[src/rtl/eth10_manchester_tx_pkg.sv]
// Shared constants and FSM encoding for the 10BASE-T Manchester transmitter.
package eth10_manchester_tx_pkg;
  localparam logic [7:0]  PREAMBLE_BYTE = 8'h55;
  localparam logic [7:0]  SFD_BYTE      = 8'hD5;
  localparam logic [31:0] CRC_POLY_REFL = 32'hEDB88320;
  localparam logic [31:0] CRC_INIT      = 32'hFFFFFFFF;
  localparam logic [31:0] CRC_RESIDUE   = 32'hDEBB20E3;

  typedef enum logic [2:0] {
    ST_IDLE  = 3'd0,
    ST_PRE   = 3'd1,
    ST_SFD   = 3'd2,
    ST_DATA  = 3'd3,
    ST_PAD   = 3'd4,
    ST_FCS   = 3'd5,
    ST_TPIDL = 3'd6,
    ST_IFG   = 3'd7
  } state_t;
endpackage

[src/rtl/eth10_manchester_tx_crc32.sv]
// Bit-serial reflected CRC-32; advances one bit per enabled cycle, result visible next cycle.
import eth10_manchester_tx_pkg::*;

module eth10_manchester_tx_crc32 (
  input  logic        i_clk20,
  input  logic        i_reset,
  input  logic        i_init,
  input  logic        i_en,
  input  logic        i_din,
  output logic [31:0] o_crc
);
  logic [31:0] r_crc;
  logic        w_fb;

  assign w_fb = r_crc[0] ^ i_din;

  always_ff @(posedge i_clk20) begin
    if (i_reset || i_init) begin
      r_crc <= CRC_INIT;
    end else if (i_en) begin
      r_crc <= {1'b0, r_crc[31:1]} ^ (w_fb ? CRC_POLY_REFL : 32'h0);
    end
  end

  assign o_crc = r_crc;
endmodule

[src/rtl/eth10_manchester_tx.sv]
// 10BASE-T frame transmitter: preamble/SFD, payload, zero pad, FCS, TP_IDL, IFG, idle NLPs.
// Pins are registered (one cycle after state); upstream stalls via o_tx_ready on a one-byte holding register.
import eth10_manchester_tx_pkg::*;

module eth10_manchester_tx #(
  parameter int NLP_PERIOD   = 262144,
  parameter int NLP_WIDTH    = 2,
  parameter int IFG_CYCLES   = 192,
  parameter int TPIDL_CYCLES = 5,
  parameter int MIN_PAYLOAD  = 60
) (
  input  logic       i_clk20,
  input  logic       i_reset,
  input  logic [7:0] i_tx_data,
  input  logic       i_tx_valid,
  input  logic       i_tx_last,
  output logic       o_tx_ready,
  output logic       o_tx_busy,
  output logic       o_tx_underrun,
  output logic       o_ethernet_tdp,
  output logic       o_ethernet_tdm
);
  localparam int                NW        = $clog2(NLP_PERIOD);
  localparam logic [NW-1:0]     NLP_MAX   = NW'(NLP_PERIOD - 1);
  localparam logic [7:0]        NLP_HOLD  = 8'(NLP_WIDTH - 1);
  localparam logic [7:0]        TPIDL_MAX = 8'(TPIDL_CYCLES - 1);
  localparam logic [7:0]        IFG_MAX   = 8'(IFG_CYCLES - 1);
  localparam logic [5:0]        MIN_CNT   = 6'(MIN_PAYLOAD);

  state_t        r_state, w_next;
  logic [3:0]    r_cyc;
  logic [5:0]    r_cnt;
  logic [7:0]    r_shift, r_hold, r_tmr, r_nlp_left;
  logic          r_hold_full, r_hold_last, r_cur_last, r_last_seen;
  logic [NW-1:0] r_nlp_tmr;
  logic          r_tdp, r_tdm, r_underrun;
  logic [31:0]   w_crc;
  logic [5:0]    w_cnt_inc;
  logic          w_in_frame, w_loading, w_boundary, w_ready, w_acc, w_bypass, w_abort;
  logic          w_nlp_due, w_bit, w_tdp, w_tdm;

  assign w_in_frame = (r_state == ST_PRE) || (r_state == ST_SFD) || (r_state == ST_DATA) ||
                      (r_state == ST_PAD) || (r_state == ST_FCS);
  assign w_loading  = (r_state == ST_PRE) || (r_state == ST_SFD) || (r_state == ST_DATA);
  assign w_boundary = w_in_frame && (r_cyc == 4'hF);
  assign w_ready    = !i_reset && (((r_state == ST_IDLE) && (r_nlp_left == 8'd0)) ||
                      (w_loading && !r_hold_full && !r_last_seen));
  assign w_acc      = i_tx_valid && w_ready;
  // A byte arriving exactly on an empty-holding boundary goes straight to the shifter.
  assign w_bypass   = (r_state == ST_DATA) && w_boundary && !r_hold_full && w_acc;
  assign w_abort    = (r_state == ST_DATA) && w_boundary && !r_cur_last && !r_hold_full && !w_acc;
  assign w_cnt_inc  = (&r_cnt) ? r_cnt : r_cnt + 6'd1;
  assign w_nlp_due  = (r_state == ST_IDLE) && (r_nlp_tmr == NLP_MAX) && !w_acc;

  eth10_manchester_tx_crc32 u_crc (
    .i_clk20 (i_clk20),
    .i_reset (i_reset),
    .i_init  ((r_state == ST_IDLE) || (r_state == ST_PRE)),
    .i_en    (((r_state == ST_DATA) || (r_state == ST_PAD)) && r_cyc[0]),
    .i_din   (r_shift[0]),
    .o_crc   (w_crc)
  );

  always_ff @(posedge i_clk20) begin
    if (i_reset) r_state <= ST_IDLE;
    else         r_state <= w_next;
  end

  always_comb begin
    w_next = r_state;
    case (r_state)
      ST_IDLE:  if (w_acc) w_next = ST_PRE;
      ST_PRE:   if (w_boundary && (r_cnt == 6'd6)) w_next = ST_SFD;
      ST_SFD:   if (w_boundary) w_next = ST_DATA;
      ST_DATA:  if (w_boundary) begin
                  if (r_cur_last)   w_next = (w_cnt_inc < MIN_CNT) ? ST_PAD : ST_FCS;
                  else if (w_abort) w_next = ST_TPIDL;
                end
      ST_PAD:   if (w_boundary && (w_cnt_inc >= MIN_CNT)) w_next = ST_FCS;
      ST_FCS:   if (w_boundary && (r_cnt == 6'd3)) w_next = ST_TPIDL;
      ST_TPIDL: if (r_tmr == TPIDL_MAX) w_next = ST_IFG;
      ST_IFG:   if (r_tmr == IFG_MAX) w_next = ST_IDLE;
      default:  w_next = ST_IDLE;
    endcase
  end

  always_ff @(posedge i_clk20) begin
    if (i_reset) begin
      r_cyc <= '0; r_cnt <= '0; r_shift <= '0; r_hold <= '0; r_tmr <= '0;
      r_hold_full <= 1'b0; r_hold_last <= 1'b0; r_cur_last <= 1'b0; r_last_seen <= 1'b0;
      r_nlp_tmr <= '0; r_nlp_left <= '0; r_underrun <= 1'b0;
    end else begin
      r_underrun <= w_abort;
      r_cyc      <= w_in_frame ? r_cyc + 4'd1 : 4'd0;
      r_tmr      <= ((r_state == ST_TPIDL || r_state == ST_IFG) && r_state == w_next) ?
                    r_tmr + 8'd1 : 8'd0;
      if (w_acc && !w_bypass) begin
        r_hold <= i_tx_data; r_hold_full <= 1'b1; r_hold_last <= i_tx_last;
      end
      if (w_acc && i_tx_last) r_last_seen <= 1'b1;
      if (w_in_frame && r_cyc[0] && !w_boundary) r_shift <= {1'b0, r_shift[7:1]};
      if (w_boundary) begin
        case (r_state)
          ST_PRE: begin
            r_shift <= (r_cnt == 6'd6) ? SFD_BYTE : PREAMBLE_BYTE;
            r_cnt   <= (r_cnt == 6'd6) ? 6'd0 : r_cnt + 6'd1;
          end
          ST_SFD: begin
            r_shift <= r_hold; r_cur_last <= r_hold_last; r_hold_full <= 1'b0; r_cnt <= '0;
          end
          ST_DATA: begin
            r_cnt <= w_cnt_inc;
            if (r_cur_last) begin
              r_shift <= '0;
              if (w_cnt_inc >= MIN_CNT) r_cnt <= '0;
            end else if (r_hold_full) begin
              r_shift <= r_hold; r_cur_last <= r_hold_last; r_hold_full <= 1'b0;
            end else if (w_acc) begin
              r_shift <= i_tx_data; r_cur_last <= i_tx_last;
            end
          end
          ST_PAD: begin
            r_shift <= '0;
            r_cnt   <= (w_cnt_inc >= MIN_CNT) ? 6'd0 : w_cnt_inc;
          end
          default: r_cnt <= r_cnt + 6'd1;
        endcase
      end
      if (r_state == ST_IDLE) begin
        if (w_acc) begin
          r_shift <= PREAMBLE_BYTE; r_cnt <= '0; r_cur_last <= 1'b0; r_last_seen <= i_tx_last;
          r_nlp_tmr <= '0; r_nlp_left <= '0;
        end else begin
          r_nlp_tmr <= (r_nlp_tmr == NLP_MAX) ? '0 : r_nlp_tmr + 1'b1;
          if (w_nlp_due)               r_nlp_left <= NLP_HOLD;
          else if (r_nlp_left != 8'd0) r_nlp_left <= r_nlp_left - 8'd1;
        end
      end else begin
        r_nlp_tmr <= '0; r_nlp_left <= '0;
      end
    end
  end

  // FCS streams straight out of the frozen CRC register, complemented, bit 0 first.
  assign w_bit = (r_state == ST_FCS) ? ~w_crc[{r_cnt[1:0], r_cyc[3:1]}] : r_shift[0];

  always_comb begin
    w_tdp = 1'b0;
    w_tdm = 1'b0;
    if (w_in_frame) begin
      w_tdp = r_cyc[0] ? w_bit : ~w_bit;
      w_tdm = ~w_tdp;
    end else if (r_state == ST_TPIDL) begin
      w_tdp = 1'b1;
    end else if (r_state == ST_IDLE) begin
      w_tdp = w_nlp_due || (r_nlp_left != 8'd0);
    end
  end

  always_ff @(posedge i_clk20) begin
    if (i_reset) begin
      r_tdp <= 1'b0; r_tdm <= 1'b0;
    end else begin
      r_tdp <= w_tdp; r_tdm <= w_tdm;
    end
  end

  assign o_tx_ready     = w_ready;
  assign o_tx_busy      = (r_state != ST_IDLE);
  assign o_tx_underrun  = r_underrun;
  assign o_ethernet_tdp = r_tdp;
  assign o_ethernet_tdm = r_tdm;
endmodule

[config.mk]
export PLATFORM = sky130hd
export DESIGN_NAME = eth10_manchester_tx
export DESIGN_NICKNAME = d
export VERILOG_FILES = /design/src/rtl/eth10_manchester_tx_pkg.sv /design/src/rtl/eth10_manchester_tx_crc32.sv /design/src/rtl/eth10_manchester_tx.sv
export SDC_FILE = /design/constraint.sdc
export NUM_CORES = 1
export LEC_CHECK = 0
export CORE_MARGIN = 4
export CORE_UTILIZATION = 40
export CTS_CLUSTER_DIAMETER = 40
export DETAILED_ROUTE_END_ITERATION = 8
export GPL_TIMING_DRIVEN = 1
export PLACE_DENSITY = 0.65
export SLEW_MARGIN = 20
export SYNTH_ARGS = -nofsm -noshare
export SYNTH_HDL_FRONTEND = slang
export SYNTH_SLANG_ARGS = --single-unit
[constraint.sdc]
create_clock -name i_clk20 -period 3.93 [get_ports i_clk20]
set_clock_uncertainty 0.05 [all_clocks]
set_input_delay 0.786 -clock i_clk20 [delete_from_list [all_inputs] [get_ports i_clk20]]
set_output_delay 0.786 -clock i_clk20 [all_outputs]
set_load 0.01 [all_outputs]
==> impl_metrics.csv <==
group,metric,value,unit
clocking,root_buffer,"clkbuf_16",
synthesis,yosysSeqAreaShare,39.6,%
sta,setup_violations,0,
floorplan,rows,41,
route,num_vias,4463,
clocking,cts_buffer_depth,2,
critical_path,crit_end,"o_tx_ready",
sta,timing.fmax,0.325,GHz
power_and_ir_drop,peakVddDrop,0.212,mV
floorplan,fp.dieW,121,um
floorplan,core_area,12600,um2
layout,final_util,45.9,%
layout,layout.area.seq,2040,um2
critical_path,r2r_slack,1.15,ns
sta,tns,0,ns
global_route,grt_overflow,0,
critical_path,arrival,2.24,ns
synthesis,ys_warn_count,0,
route,detail_route.wl_per_cell,14.2,um
clocking,cts_sinks,102,
clocking,holdBufCountCts,0,
status,status,"completed",
critical_path,cp_max_fo,17,
sta,hold_viol,0,
critical_path,required,3.09,ns
global_route,grt_use_total,15.8,%
clocking,cts_tree,"done",
global_route,grt_pass1_vias,4125,
clocking,insertion_delay,0.34,ns
sta,tightest_slew,0.897,ns
global_route,grt_start_max_net_pins,46,
clocking,cts_setup_buffers,0,
synthesis,synth_cell_types,59,
clocking,cts_max_level,3,
layout,antenna_cells,0,
route,route.detailed.drc,0,
layout,fin_nets,650,
critical_path,rr_endpoint,"r_tmr[1]",
synthesis,synth_edf_count,0,
sta,period_minus_slack,3.08,ns
synthesis,syn_area,5150,um2
sta,max_slew_margin,40.2,%
synthesis,postSynthNetCount,647,
power_and_ir_drop,powerDensity,484,nW/um2
clocking,cts_resized,0,
clocking,cts.reportedPaths.clkPinSlew,0.07,ns
floorplan,initial_core_util,40.8,%
sta,rsz0062_at_grt,"false",
critical_path,cp-startpoint,"r_state[0]",
critical_path,end_kind,"output port",
synthesis,async_flop_share,0,%
sta,maxSlewViolCount,0,
critical_path,rr_worst_depth,7,
critical_path,r2r_start,"r_cyc[0]",
hold_path,whs_path_depth,2,
sta,hold_slack,0.395,ns
layout,multi_input_area,2930,um2
layout,drive_gt1_share,7.24,%
critical_path,start_kind,"register",
route,drtIter0Drc,364,
flow_run,maxCapViolCount,0,
layout,final_common_cell,"nand2_1",
sta,fin_crit_sh,78.3,%
synthesis,synthCells,627,
place,dp_hpwl,8060,um
floorplan,io_pins,17,
route,ant_nets,0,
hold_path,min_path_type,"reg -> reg",
place,place.port_buffers,16,
floorplan,fp.dieH,121,um
clocking,cts_made_buffers,9,
power_and_ir_drop,p_leak,0.00217,uW
layout,area_delta_synth_final,12.4,%
critical_path,path_class,"reg -> out",
route,routed_wl,11400,um
layout,fillers,1221,
global_route,grt_pass1_wl,19300,um
synthesis,synth_flop_cell,"dfxtp_1",
global_route,antenna_found_initial,0,
route,vias_per_cell,5.53,
synthesis,avgSynthCellArea,8.22,um2
route,firstDrtPassIters,5,
layout,final_cell_mix,"109 x nand2_1, 102 x dfxtp_1, 65 x nor2_1, 45 x nand3_1, 38 x a21oi_1",
synthesis,ys_ff_latch,102,
place,place.gp.congestion,0.830,
floorplan,die_area,14800,um2
-- cell families after synthesis --
logic type               after synthesis  share of synthesized area (%)
buffers and inverters                 45                           3.55
AO/OA/AOI/OAI                        118                           14.7
adder cells (fa/ha/maj)                8                           1.94
flip-flops                           102                           39.6
AND/OR/NAND/NOR                      287                           25.9
XOR/XNOR                              48                           8.16
multiplexers                          19                           6.12
-- worst min-delay path by stage --
| stage | start | end |
|---|---|---|
| 5_1_grt | register | register |
| 3_5_place_dp | register | register |
| 6_report | register | register |
| 2_1_floorplan | register | register |
| 4_1_cts | register | register |
| 3_3_place_gp | register | register |
-- routing by layer --
| metal | wire length, um | up-vias | GRT usage [%] |
|---|---|---|---|
| met4 | 99 | 0 | 3.78 |
| met3 | 528 | 10 | 3.59 |
| met5 | 0 | - | 0 |
| li1 | - | 2193 | - |
| met2 | 5480 | 104 | 26.5 |
| met1 | 5320 | 2156 | 20.7 |
-- power by group --
part | switching, uW | internal, uW | total (uW)
sequential | 98.2 | 1120 | 1220
combinational | 350 | 254 | 604
clock | 397 | 584 | 981
-- stage by stage --
step / power [uW] / area (um2) / std cells / setup slack (ns)
after floorplan: 1680 / 5150 / 627 / 1.67
after global placement: 1830 / 5460 / 791 / 0.988
after detailed placement: 1840 / 5460 / 791 / 0.840
after CTS: 2830 / 5790 / 807 / 0.844
after global routing: 2950 / 5790 / 807 / 0.696
final: 2800 / 5790 / 807 / 0.853
-- area by class of cell --
class,instances,share of cell area (%)
well taps,172,3.72
multi-input cells,480,50.6
clock inverters,5,1.53
repair buffers,25,3.93
inverters,12,0.778
clock buffers,11,4.19
flip-flops and latches,102,35.3
-- worst max-delay path, cell delays in order (launching register included) --
cell	delay (ns)
dfxtp_1	0.50
nor3_2	0.50
nand3_1	0.18
a21oi_1	0.18
clkdlybuf4s50_1	0.55
-- sequential cells by signal (all words and copies together), names as in the netlist, named ones only --
| name | cells |
|---|---|
| r_state | 3 |
| r_cnt | 6 |
| r_nlp_tmr | 18 |
| r_hold_last | 1 |
| r_tmr | 8 |
| r_cur_last | 1 |
| r_shift | 8 |
| u_crc.o_crc | 32 |
| o_ethernet_tdp | 1 |
| o_ethernet_tdm | 1 |
| o_tx_underrun | 1 |
| r_hold_full | 1 |
| r_nlp_left | 8 |
| r_hold | 8 |
| r_cyc | 4 |
-- cells in the mapped netlist, types with 2 or more instances --
library cell / n / area, um2
xnor2_1: 28 / 245
nand2_1: 109 / 409
buf_1: 2 / 7.51
nand3_1: 45 / 225
nand3b_1: 2 / 15.0
nor2b_1: 7 / 43.8
or3_1: 2 / 12.5
mux2i_1: 9 / 90.1
dfxtp_1: 102 / 2040
and2_1: 4 / 25.0
o211ai_1: 19 / 143
buf_4: 2 / 15.0
o21ai_0: 25 / 125
xor2_1: 20 / 175
and4_1: 2 / 17.5
mux4_2: 10 / 225
nor3_1: 17 / 85.1
buf_2: 4 / 20.0
nand2b_1: 5 / 31.3
ha_1: 8 / 100
nor3b_1: 3 / 22.5
clkbuf_1: 24 / 90.1
a21boi_0: 4 / 30.0
a21oi_1: 38 / 190
a211oi_1: 7 / 52.6
o21a_1: 3 / 22.5
nor2_1: 66 / 248
o21ba_2: 2 / 20.0
inv_1: 12 / 45.0
nor4_1: 3 / 18.8
nand4_1: 10 / 62.6
a221oi_1: 2 / 17.5
a21o_1: 2 / 15.0
a31oi_1: 3 / 18.8
a31o_2: 2 / 17.5
No activity file was read; power rests on OpenSTA's default activity.
